## src/rtl/core_axi_rd_arbiter.sv

```systemverilog
// ---------------------------------------------------------------------------
// core_axi_rd_arbiter
//
// Purpose: shares one AXI-lite read port to memory between the fetch stage
// (if_*) and the load/store unit (ls_*). One transaction is in flight at a
// time; the controller walks IDLE -> ADDR -> DATA -> IDLE.
//
// Optional feature: define ARB_ROUND_ROBIN_EN for round-robin tie breaking.
// Without it, load/store always wins when both masters request together.
//
// Ports:
//   clk, rst                 clock, asynchronous active-low reset
//   if_AR* / if_R*           fetch-stage read address / read data channels
//   ls_AR* / ls_R*           load/store read address / read data channels
//   AR* / R*                 shared read channels towards memory
//   grant                    current owner (0 = fetch, 1 = load/store),
//                            meaningful only while a transaction is open
// ---------------------------------------------------------------------------
package core_pkg;
  localparam int ADDR_WIDTH = 32;
  localparam int DATA_WIDTH = 32;
endpackage

module core_axi_rd_arbiter #(
  parameter int ADDR_WIDTH = core_pkg::ADDR_WIDTH,
  parameter int DATA_WIDTH = core_pkg::DATA_WIDTH
) (
  input  logic                  clk,
  input  logic                  rst,
  // fetch stage
  input  logic [ADDR_WIDTH-1:0] if_ARADDR,
  input  logic                  if_ARVALID,
  output logic                  if_ARREADY,
  output logic [DATA_WIDTH-1:0] if_RDATA,
  output logic                  if_RVALID,
  input  logic                  if_RREADY,
  // load/store unit
  input  logic [ADDR_WIDTH-1:0] ls_ARADDR,
  input  logic                  ls_ARVALID,
  output logic                  ls_ARREADY,
  output logic [DATA_WIDTH-1:0] ls_RDATA,
  output logic                  ls_RVALID,
  input  logic                  ls_RREADY,
  // shared memory port
  output logic [ADDR_WIDTH-1:0] ARADDR,
  output logic                  ARVALID,
  input  logic                  ARREADY,
  input  logic [DATA_WIDTH-1:0] RDATA,
  input  logic                  RVALID,
  output logic                  RREADY,
  // ownership
  output logic                  grant
);

  typedef enum logic [1:0] {
    ST_IDLE,
    ST_ADDR,
    ST_DATA
  } state_t;

  state_t                r_state;
  logic [ADDR_WIDTH-1:0] r_addr;
  logic                  r_grant;

  logic w_any_req;
  logic w_win;        // 1 = load/store wins this arbitration
  logic w_accept;
  logic w_in_data;
  logic w_sel_rready;

  assign w_any_req = if_ARVALID | ls_ARVALID;

`ifdef ARB_ROUND_ROBIN_EN
  // Remembers who was granted last; reset value means "fetch last", so
  // load/store takes the first tie after reset.
  logic r_last;

  assign w_win = (if_ARVALID & ls_ARVALID) ? ~r_last : ls_ARVALID;

  always_ff @(posedge clk or negedge rst) begin
    if (!rst) begin
      r_last <= 1'b0;
    end else if (w_accept) begin
      r_last <= w_win;
    end
  end
`else
  // Fixed priority: load/store wins any tie.
  assign w_win = ls_ARVALID;
`endif

  // NOTE: ARREADY towards the masters is combinational, so it is gated with
  // rst explicitly; register-driven outputs already clear on reset.
  assign w_accept   = rst & (r_state == ST_IDLE) & w_any_req;
  assign if_ARREADY = w_accept & ~w_win;
  assign ls_ARREADY = w_accept &  w_win;

  // NOTE: state registers use non-blocking assignments so every flop samples
  // the pre-edge values of its neighbours.
  always_ff @(posedge clk or negedge rst) begin
    if (!rst) begin
      r_state <= ST_IDLE;
      r_addr  <= '0;
      r_grant <= 1'b0;
    end else begin
      case (r_state)
        ST_IDLE: begin
          if (w_accept) begin
            r_addr  <= w_win ? ls_ARADDR : if_ARADDR;
            r_grant <= w_win;
            r_state <= ST_ADDR;
          end
        end
        ST_ADDR: begin
          if (ARREADY) r_state <= ST_DATA;
        end
        ST_DATA: begin
          if (RVALID && w_sel_rready) r_state <= ST_IDLE;
        end
        default: r_state <= ST_IDLE;
      endcase
    end
  end

  assign w_in_data    = (r_state == ST_DATA);
  assign w_sel_rready = r_grant ? ls_RREADY : if_RREADY;

  assign ARADDR  = r_addr;
  assign ARVALID = (r_state == ST_ADDR);
  assign RREADY  = w_in_data & w_sel_rready;

  // Responses reach only the owner, and only while a response is expected.
  assign if_RVALID = w_in_data & ~r_grant & RVALID;
  assign ls_RVALID = w_in_data &  r_grant & RVALID;

  // Data is broadcast; the valids decide who consumes it.
  assign if_RDATA = RDATA;
  assign ls_RDATA = RDATA;

  assign grant = r_grant;

endmodule

```

## config.mk

```make
export PLATFORM = sky130hd
export DESIGN_NAME = core_axi_rd_arbiter
export DESIGN_NICKNAME = d
export VERILOG_FILES = /design/src/rtl/core_axi_rd_arbiter.sv
export SDC_FILE = /design/constraint.sdc
export NUM_CORES = 1
export LEC_CHECK = 0
export CAP_MARGIN = 20
export CELL_PAD_IN_SITES_DETAIL_PLACEMENT = 1
export CELL_PAD_IN_SITES_GLOBAL_PLACEMENT = 2
export CORE_MARGIN = 2
export CORE_UTILIZATION = 17
export CTS_BUF_LIST = sky130_fd_sc_hd__clkbuf_2 sky130_fd_sc_hd__clkbuf_4 sky130_fd_sc_hd__clkbuf_8
export CTS_CLUSTER_DIAMETER = 150
export CTS_CLUSTER_SIZE = 20
export DETAILED_ROUTE_END_ITERATION = 6
export HOLD_SLACK_MARGIN = 0.12
export PLACE_DENSITY_LB_ADDON = 0.1
export RECOVER_POWER = 50
export SETUP_SLACK_MARGIN = 0.15
export SYNTH_ARGS = -nofsm -noshare
export SYNTH_HDL_FRONTEND = slang
export SYNTH_SLANG_ARGS = --single-unit
```

## constraint.sdc

```tcl
create_clock -name clk -period 3.3 [get_ports clk]
set_input_delay 0.99 -clock clk [delete_from_list [all_inputs] [get_ports clk]]
set_output_delay 0.99 -clock clk [all_outputs]
set_load 0.01 [all_outputs]
```

==> results.cfg <==
[status]
outcome = finished, final reports clean

[critical_path]
reg2reg_depth = 3
r2r_slack_ps = 1500
cp_cell_sequence = clkdlybuf4s50_1 > nor2_2 > nor4b_4 > nor2b_2 > clkbuf_2
endpoint_kind = output port
critPathKind = input pin to output port
slowest_delay_ps = 470
startpoint_type = input pin
r2r-start = r_state[1]
crit_slowest_cell = clkdlybuf4s50_1
critPathLaunch = if_ARVALID
crit_arrival_ps = 2060
required_ps = 2310
cp_max_fo = 3

[worst_hold_path]
hold_depth = 1
hold_path_class = register to register
min_from = ARADDR[21]

[place]
port_buffers = 110
dp.final_hpwl_um = 4325
dpl_cell_area_mm2 = 0.003062
gp_congestion = 0.6250

[floorplan]
initial_utilization_pct = 17.22
fp-row-count = 42
dieArea_mm2 = 0.01419
ios = 207
core_mm2 = 0.01309
die_w_um = 119.1
die_y_um = 119.1

[sta]
min_period_ps = 3050
grt_setup_unrepaired = false
tightest_slew_ps = 1010
max_freq_mhz = 327.9
max-slew-margin-rel_pct = 32.70
period_share_pct = 92.42
drv_slew = 0
hold_viol_final = 0
setup_viol = 0
holdWs_ps = 507.8
fin_worst_skew_ps = 9.157

[cts]
cts_max_level = 2
post_cts_buffers = 0
cts_made_buffers = 5
clk_latency_ps = 290
clk_path_buf_depth = 2
cts_tree = yes
cts.clk_slew.worst_paths_ps = 70
cts_num_sinks = 35
cts_root_buf = clkbuf_8

[cells_and_area]
stdcell_area_mm2 = 0.003164
final_cell_mix = 102 x clkdlybuf4s50_1, 64 x mux2_2, 35 x dfrtp_1
seq_area_um2 = 875.8
drive_gt1_share_pct = 34.31
layout_commonest_cell = clkdlybuf4s50_1
diodes = 0
fillers = 1455
synthToLayoutAreaGrowth_pct = 40.42
fin_util_pct = 24.18
multi_input_area_um2 = 839.6
nNetsFinal = 342

[synthesis]
yosysWarnings = 0
ys_seq_area_share_pct = 38.87
ys_types = 17
yosys_register_bits = 35
syn_nets = 292
synthCells = 188
synth_area_per_cell_um2 = 11.99
syn-cell-area_mm2 = 0.002253

[routing]
drtPass1Iterations = 2
totalWireLength_um = 6017
drt-initial-drc-count = 10
routedWlPerCell_um = 14.50
vias = 1484
route.detailed.drc = 0
vias_per_cell = 3.576
ant_nets = 0

[pwr]
combPwrFrac_pct = 47.0
cellPowerDensity_mw_per_mm2 = 704.6
intPower_mw = 1.563
pwr-share-clk_pct = 18.6
p_leak_nw = 1.248
swShare_pct = 29.92
vdd_drop_max_uv = 266.1
power.switching_mw = 0.6671
pwr-share-seq_pct = 34.4

[global_routing]
antenna_found_initial = 0
grt_pass1_vias = 1677
grt_max_degree = 36
gr-total-overflow = 0
grtUsageTotal_pct = 8.801
grt_pass1_wl_um = 9749

[run]
cap_violations = 0
-- stage by stage --
stage          setup TNS [ps]  total power [mW]  std cells  setup WS [ps]
6_report                    0             2.230        415          250.0
5_1_grt                     0             2.397        415          172.4
4_1_cts                     0             2.290        415          118.8
3_5_place_dp           -276.6             1.859        407         -142.2
3_3_place_gp           -266.2             1.857        407         -139.9
2_1_floorplan               0             1.301        188          229.2
-- critical path: cells and delay by family --
family,cells,cell delay (ps)
buffers and inverters,2,600
AND/OR/NAND/NOR,3,470
-- area by class of cell --
type	count	area share (%)
timing repair buffer	114	34.88
sequential	35	27.68
multi-input combinational	80	26.53
tap	176	6.959
clock buffer	6	2.610
clock inverter	2	1.107
inverter	2	0.2372
-- routing by layer --
metal  track usage, %  up-vias  wire length, um
met4            1.711        0               46
met5                0        -                0
met2            13.29       97             2574
li1                 -      672                -
met1            11.34      705             2742
met3            4.406       10              653
-- Yosys cell counts --
master | instances | area, um^2
buf_6 | 3 | 33.78
inv_1 | 2 | 7.510
mux2_1 | 1 | 11.26
clkbuf_1 | 3 | 11.26
mux2_2 | 64 | 720.7
nor2b_1 | 4 | 25.02
o21ai_0 | 1 | 5.000
dfrtp_1 | 35 | 875.8
nor2_1 | 1 | 3.750
buf_4 | 65 | 488.0
mux2i_1 | 1 | 10.01
nand2_1 | 3 | 11.26
and3_1 | 1 | 6.260
nor2_2 | 1 | 6.260
a21o_1 | 1 | 7.510
nor4b_4 | 1 | 23.77
and2_1 | 1 | 6.260
-- kinds of logic after synthesis --
family / share of synthesized area (%)
buffers and inverters: 23.99
muxes: 32.93
DFF: 38.87
and+or+nand+nor: 3.665
AOI/OAI and AO/OA: 0.5552
-- final timing paths --
check,end
worst max register to register,ARADDR[16]
worst max-delay path,if_ARREADY
max in group asynchronous,ARADDR[20]
min in group asynchronous,ARADDR[11]
worst min register to register,ARADDR[21]
worst min-delay path,ARADDR[21]
-- power groups by stage --
stage	logic, mW	clock network (mW)	registers, mW
CTS	1.08	0.438	0.775
detailed placement	1.08	0	0.780
floorplan	0.435	0	0.866
finish	1.05	0.415	0.767
global route	1.13	0.458	0.808
global placement	1.08	0	0.775
-- flip-flops by register name, summed over array words and instances (netlist names) --
register / count
ARADDR: 32
r_state: 2
grant: 1
-- timing repair --
| item | 4_1_cts | 5_1_grt |
|---|---|---|
| gates cloned | 0 | 0 |
| endpoints found under the setup margin | 5 | 2 |
| hold buffers | 0 | 0 |
| pin swaps | 0 | 0 |
| hold endpoints to repair | 0 | 0 |
| resized for setup | 6 | 4 |
Note: power is estimated with default switching activity, not from simulation.
